[config.mk]
export PLATFORM = sky130hd
export DESIGN_NAME = regfile_write_arbiter_flat
export DESIGN_NICKNAME = d
export VERILOG_FILES = /design/src/rtl/regfile_write_arbiter_if.sv /design/src/rtl/regfile_write_arbiter.sv /design/src/flat_wrapper.sv
export SDC_FILE = /design/constraint.sdc
export NUM_CORES = 1
export LEC_CHECK = 0
export CORE_MARGIN = 1.5
export CORE_UTILIZATION = 46
export DETAILED_ROUTE_END_ITERATION = 7
export PLACE_DENSITY = 0.85
export SETUP_SLACK_MARGIN = 0.02
export SYNTH_ARGS = -nofsm -noshare
export SYNTH_HDL_FRONTEND = slang
export SYNTH_SLANG_ARGS = --single-unit
[constraint.sdc]
create_clock -name clk -period 4.5 [get_ports clk]
set_clock_uncertainty 0.1 [all_clocks]
set_input_delay 0.9 -clock clk [delete_from_list [all_inputs] [get_ports clk]]
set_output_delay 0.9 -clock clk [all_outputs]
set_load 0.1 [all_outputs]
[src/rtl/regfile_write_arbiter_if.sv]
`default_nettype none
// ============================================================================
// Module  : regfile_write_arbiter_if
// Brief   : Write-back bus between the ALU/load requesters and the
//           register-file write arbiter, plus the arbiter's status outputs.
// Revision: 1.0 - initial release
// ============================================================================
interface regfile_write_arbiter_if;
  logic        alu_valid;
  logic        alu_ready;
  logic [4:0]  alu_rd;
  logic [31:0] alu_result;
  logic        mem_valid;
  logic        mem_ready;
  logic [4:0]  mem_rd;
  logic [31:0] mem_data;
  logic        rf_we;
  logic [4:0]  rf_waddr;
  logic [31:0] rf_wdata;
  logic [3:0]  q_count;
  logic [15:0] stall_cnt;

  // Requester / observer side.
  modport master (
    output alu_valid, alu_rd, alu_result,
    output mem_valid, mem_rd, mem_data,
    input  alu_ready, mem_ready,
    input  rf_we, rf_waddr, rf_wdata, q_count, stall_cnt
  );

  // Arbiter side.
  modport slave (
    input  alu_valid, alu_rd, alu_result,
    input  mem_valid, mem_rd, mem_data,
    output alu_ready, mem_ready,
    output rf_we, rf_waddr, rf_wdata, q_count, stall_cnt
  );
endinterface
`default_nettype wire

[src/rtl/regfile_write_arbiter.sv]
`default_nettype none
// ============================================================================
// Module  : regfile_write_arbiter
// Brief   : Arbitrates the single register-file write port between an ALU
//           write-back stream (buffered in a DEPTH-entry FIFO) and an
//           unbuffered load write-back. Loads win unless the FIFO is full, in
//           which case the FIFO head drains so ALU results always progress.
// Revision: 1.0 - initial release
// ============================================================================
module regfile_write_arbiter #(
  parameter int DEPTH = 2
) (
  input  logic                  clk,
  input  logic                  rst_n,
  regfile_write_arbiter_if.slave bus
);

  localparam int              PTR_W       = (DEPTH > 1) ? $clog2(DEPTH) : 1;
  localparam logic [3:0]      c_depth     = 4'(DEPTH);
  localparam logic [PTR_W-1:0] c_ptr_one  = PTR_W'(1);
  localparam logic [15:0]     c_stall_max = 16'hFFFF;

  // FIFO storage: destination register and data per entry.
  logic [4:0]       r_q_rd   [DEPTH];
  logic [31:0]      r_q_data [DEPTH];
  logic [PTR_W-1:0] r_wr_ptr;
  logic [PTR_W-1:0] r_rd_ptr;
  logic [3:0]       r_count;

  logic             r_rf_we;
  logic [4:0]       r_rf_waddr;
  logic [31:0]      r_rf_wdata;
  logic [15:0]      r_stall_cnt;

  logic             w_not_full;
  logic             w_push;
  logic             w_mem_grant;
  logic             w_pop;
  logic             w_grant;
  logic [4:0]       w_grant_rd;
  logic [31:0]      w_grant_data;
  logic             w_mem_stall;

  // Handshake and grant selection; readiness depends on occupancy only.
  always_comb begin
    w_not_full   = (r_count < c_depth);
    w_push       = bus.alu_valid & w_not_full;
    w_mem_grant  = bus.mem_valid & w_not_full;
    w_pop        = !w_mem_grant && (r_count != 4'd0);
    w_grant      = w_mem_grant | w_pop;
    w_mem_stall  = bus.mem_valid & !w_not_full;
    w_grant_rd   = r_q_rd[r_rd_ptr];
    w_grant_data = r_q_data[r_rd_ptr];
    if (w_mem_grant) begin
      w_grant_rd   = bus.mem_rd;
      w_grant_data = bus.mem_data;
    end
  end

  assign bus.alu_ready = w_not_full;
  assign bus.mem_ready = w_not_full;
  assign bus.rf_we     = r_rf_we;
  assign bus.rf_waddr  = r_rf_waddr;
  assign bus.rf_wdata  = r_rf_wdata;
  assign bus.q_count   = r_count;
  assign bus.stall_cnt = r_stall_cnt;

  // FIFO payload write; contents are only meaningful while counted valid.
  always_ff @(posedge clk) begin
    if (w_push) begin
      r_q_rd[r_wr_ptr]   <= bus.alu_rd;
      r_q_data[r_wr_ptr] <= bus.alu_result;
    end
  end

  // FIFO pointers and occupancy; pointers wrap naturally at power-of-two DEPTH.
  always_ff @(posedge clk or negedge rst_n) begin
    if (!rst_n) begin
      r_wr_ptr <= '0;
      r_rd_ptr <= '0;
      r_count  <= 4'd0;
    end else begin
      if (w_push) begin
        r_wr_ptr <= r_wr_ptr + c_ptr_one;
      end
      if (w_pop) begin
        r_rd_ptr <= r_rd_ptr + c_ptr_one;
      end
      case ({w_push, w_pop})
        2'b10:   r_count <= r_count + 4'd1;
        2'b01:   r_count <= r_count - 4'd1;
        default: r_count <= r_count;
      endcase
    end
  end

  // Register-file write port; x0 writes consume the grant but never enable.
  always_ff @(posedge clk or negedge rst_n) begin
    if (!rst_n) begin
      r_rf_we    <= 1'b0;
      r_rf_waddr <= 5'd0;
      r_rf_wdata <= 32'd0;
    end else if (w_grant) begin
      r_rf_we    <= (w_grant_rd != 5'd0);
      r_rf_waddr <= w_grant_rd;
      r_rf_wdata <= w_grant_data;
    end else begin
      r_rf_we    <= 1'b0;
    end
  end

  // Saturating count of cycles in which a load was refused.
  always_ff @(posedge clk or negedge rst_n) begin
    if (!rst_n) begin
      r_stall_cnt <= 16'd0;
    end else if (w_mem_stall && (r_stall_cnt != c_stall_max)) begin
      r_stall_cnt <= r_stall_cnt + 16'd1;
    end
  end

endmodule
`default_nettype wire

[src/flat_wrapper.sv]
// flat-port wrapper written by rule: the top's interface ports become plain ports
module regfile_write_arbiter_flat 
#(
  parameter int DEPTH = 2
)
  (clk, rst_n, bus_alu_valid, bus_alu_rd, bus_alu_result, bus_mem_valid, bus_mem_rd, bus_mem_data, bus_alu_ready, bus_mem_ready, bus_rf_we, bus_rf_waddr, bus_rf_wdata, bus_q_count, bus_stall_cnt);
  regfile_write_arbiter_if bus_i ();
  input  logic clk;
  input  logic rst_n;
  input wire logic [$bits(bus_i.alu_valid)-1:0] bus_alu_valid;
  input wire logic [$bits(bus_i.alu_rd)-1:0] bus_alu_rd;
  input wire logic [$bits(bus_i.alu_result)-1:0] bus_alu_result;
  input wire logic [$bits(bus_i.mem_valid)-1:0] bus_mem_valid;
  input wire logic [$bits(bus_i.mem_rd)-1:0] bus_mem_rd;
  input wire logic [$bits(bus_i.mem_data)-1:0] bus_mem_data;
  output wire logic [$bits(bus_i.alu_ready)-1:0] bus_alu_ready;
  output wire logic [$bits(bus_i.mem_ready)-1:0] bus_mem_ready;
  output wire logic [$bits(bus_i.rf_we)-1:0] bus_rf_we;
  output wire logic [$bits(bus_i.rf_waddr)-1:0] bus_rf_waddr;
  output wire logic [$bits(bus_i.rf_wdata)-1:0] bus_rf_wdata;
  output wire logic [$bits(bus_i.q_count)-1:0] bus_q_count;
  output wire logic [$bits(bus_i.stall_cnt)-1:0] bus_stall_cnt;
  assign bus_i.alu_valid = bus_alu_valid;
  assign bus_i.alu_rd = bus_alu_rd;
  assign bus_i.alu_result = bus_alu_result;
  assign bus_i.mem_valid = bus_mem_valid;
  assign bus_i.mem_rd = bus_mem_rd;
  assign bus_i.mem_data = bus_mem_data;
  assign bus_alu_ready = bus_i.alu_ready;
  assign bus_mem_ready = bus_i.mem_ready;
  assign bus_rf_we = bus_i.rf_we;
  assign bus_rf_waddr = bus_i.rf_waddr;
  assign bus_rf_wdata = bus_i.rf_wdata;
  assign bus_q_count = bus_i.q_count;
  assign bus_stall_cnt = bus_i.stall_cnt;
  regfile_write_arbiter #(.DEPTH(DEPTH)) u_core (.clk(clk), .rst_n(rst_n), .bus(bus_i));
endmodule
==> flow_metrics.env <==
export IMPL_status="complete, but fails checks"
export IMPL_violations="DRC"
export IMPL_post_route_min_period_ps=3640
export IMPL_max_slew_margin_pct=24.6
export IMPL_grt_overflow=0
export IMPL_max_clock_freq_mhz=275
export IMPL_tns_ps=0
export IMPL_io_pins=138
export IMPL_syn_avg_cell_area_um2=13.0
export IMPL_min_from="u_core.bus.rf_wdata[9]"
export IMPL_whs_path_depth=2
export IMPL_report_final_slew_viol_count=0
export IMPL_dr_first_iter_drc_count=277
export IMPL_regArea_um2=3720
export IMPL_postRouteWirelength_um=11600
export IMPL_dieArea_um2=12500
export IMPL_layout_nets=642
export IMPL_setup_viol=0
export IMPL_start_util_pct=47.4
export IMPL_hold_path_class="flip-flop to flip-flop"
export IMPL_drtPass1Iterations=8
export IMPL_final_setup_worst_slack_ps=863
export IMPL_worst_r2r_cell_count=10
export IMPL_antenna_found_initial=0
export IMPL_grt_pass1_wl_um=18900
export IMPL_drcViolationCount=10
export IMPL_area_growth_pct=36.2
export IMPL_worst_path_largest_cell_delay_ps=1160
export IMPL_drive_gt1_share_pct=7.16
export IMPL_critPathMaxFanout=8
export IMPL_port_buffers=137
export IMPL_core_area_um2=11500
export IMPL_pre_cts_slack_ps=930
export IMPL_ys_types=35
export IMPL_gp_congestion=0.773
export IMPL_cts_max_level=4
export IMPL_cts_max_path_buffers=2
export IMPL_ctsHoldBuffers=0
export IMPL_critical_path_arrival_ps=2640
export IMPL_postRouteAntennaNets=0
export IMPL_start_kind="flip-flop"
export IMPL_ys_ff_latch=134
export IMPL_finalCritPeriodShare_pct=80.8
export IMPL_cp_slowest_cell="clkdlybuf4s50_1"
export IMPL_multiInputGateArea_um2=1600
export IMPL_track_usage_pct=19.7
export IMPL_tritoncts="done"
export IMPL_syn_area_um2=5460
export IMPL_critPathKind="flip-flop to primary output"
export IMPL_rsz0062_at_grt="no"
export IMPL_synth_seq_area_share_pct=68.2
export IMPL_end_kind="primary output"
export IMPL_cts_sinks=134
export IMPL_wl_per_cell_um=16.2
export IMPL_routed_via_density=5.24
export IMPL_fp_dieH_um=112
export IMPL_grt_start_max_net_pins=75
export IMPL_path_cells="or3_4 > inv_1 > clkdlybuf4s50_1"
export IMPL_dp_hpwl_um=7830
export IMPL_row_count=39
export IMPL_cts_resized=0
export IMPL_cts_made_buffers=17
export IMPL_clk_latency_ps=410
export IMPL_clk_pin_slew_ps=50
export IMPL_via_count=3749
export IMPL_grt_pass1_vias=3900
export IMPL_root_buffer="clkbuf_16"
export IMPL_syn_num_nets=503
export IMPL_rrSetupSlack_ps=1800
export IMPL_yosysWarnings=0
export IMPL_min_to="u_core.bus.rf_wdata[9]"
export IMPL_diodes=0
export IMPL_hold_violations=0
export IMPL_reg2reg_to="u_core.bus.q_count[2]"
export IMPL_cts_setup_buffers=0
export IMPL_nFillCells=819
export IMPL_reg2reg_from="u_core.bus.q_count[1]"
export IMPL_cp_required_ps=3500
export IMPL_synthCells=421
export IMPL_maxCapViolCount=0
export IMPL_worst_slew_pin_slew_ps=1130
export IMPL_die_w_um=112
cell type report:
class                   count  area share (%)
inverters                   2           0.101
flip-flops and latches    134            50.1
multi-input cells         263            21.6
repair buffers            142            18.9
clock buffers              27            6.63
clock inverters             5           0.320
well taps                 143            2.41
cell usage in the layout, fill, tap and decap left out, drive strengths merged, types with 2 or more instances in the layout:
master,instances
a21oi,4
and3,6
and4,3
buf,6
clkbuf,27
clkdlybuf4s50,136
clkinv,5
dfrtp,60
edfxtp,74
ha,4
inv,2
mux2,2
mux2i,37
nand2,80
nand3,6
nand4,4
nor2,10
o21ai,74
xnor2,9
xor2,13
cell usage after synthesis:
cell / number / share of area [%]
ha_1: 4 / 0.92
nor3_2: 1 / 0.18
inv_1: 2 / 0.14
mux2_1: 1 / 0.21
xnor2_1: 9 / 1.4
or3_4: 1 / 0.21
clkbuf_1: 5 / 0.34
nand2b_1: 1 / 0.11
a21oi_1: 4 / 0.37
buf_2: 11 / 1.0
and3_1: 6 / 0.69
nand4_1: 4 / 0.46
nor4b_2: 1 / 0.28
nand2_2: 1 / 0.11
nand2_1: 79 / 5.4
nor2_1: 10 / 0.69
nand3_1: 6 / 0.55
a31oi_1: 1 / 0.11
o21a_1: 1 / 0.14
nor2b_1: 1 / 0.11
mux2_2: 1 / 0.21
o21bai_1: 1 / 0.14
o21ai_0: 52 / 4.8
o21ai_1: 21 / 1.9
and4_1: 3 / 0.48
xor2_1: 13 / 2.1
nand3b_1: 1 / 0.14
a31o_2: 1 / 0.16
o21ai_2: 1 / 0.16
mux2i_1: 37 / 6.8
edfxtp_1: 74 / 41
dfrtp_1: 60 / 28
buf_4: 1 / 0.14
or4b_4: 1 / 0.25
buf_6: 5 / 1.0
worst max-delay path by stage:
| stage | start | slack, ps | cells after the start | endpoint |
|---|---|---|---|---|
| after floorplan | u_core.bus.q_count[1] | 100 | 4 | u_core.r_q_data[0][0] |
| after global placement | bus_mem_valid | 1060 | 10 | u_core.bus.q_count[2] |
| after detailed placement | bus_mem_valid | 930 | 10 | u_core.bus.q_count[2] |
| after CTS | u_core.bus.q_count[1] | 850 | 3 | bus_alu_ready |
| after global routing | u_core.bus.q_count[1] | 770 | 3 | bus_alu_ready |
| final | u_core.bus.q_count[1] | 860 | 3 | bus_alu_ready |
registers in the layout (all words and copies together), names as in the netlist:
register / count
u_core.r_wr_ptr: 1
u_core.bus.q_count: 4
u_core.bus.stall_cnt: 16
u_core.bus.rf_waddr: 5
u_core.r_rd_ptr: 1
u_core.bus.rf_wdata: 32
u_core.r_q_data: 64
u_core.r_q_rd: 10
u_core.bus.rf_we: 1
through the flow:
step                      cells  utilization [%]  cell area (um^2)  hold slack (ps)
after global routing        716             64.6              7440              399
after floorplan             421                -              5460              361
after global placement      684             60.1              6920              363
after CTS                   716             64.6              7440              381
final                       716             64.6              7440              377
after detailed placement    684             60.1              6920              369
routing by layer:
layer  GRT usage (%)  up-vias  routed length, um  share of wire, %
met2            33.8      123               6080                52
li1                -     1783                  -                 -
met4            8.38        0                180               1.6
met5               0        -                  0                 0
met1            22.8     1827               4780                41
met3            6.59       16                575               5.0
critical path, delay by kind of cell (launching register included):
| family | cells | cell delay (ps) |
|---|---|---|
| flip-flops | 1 | 470 |
| buffers and inverters | 2 | 1310 |
| AND/OR/NAND/NOR | 1 | 460 |
logic make-up after synthesis:
group	synth area share (%)
muxes	7.20
adders and majority gates	0.917
buffers and inverters	2.66
xor gates and xnor gates	3.53
and+or+nand+nor	9.70
AOI/OAI and AO/OA	7.77
DFF	68.2
Power is not shown: default switching activity piles up to over one toggle a cycle in this logic, so the estimate is an artifact.
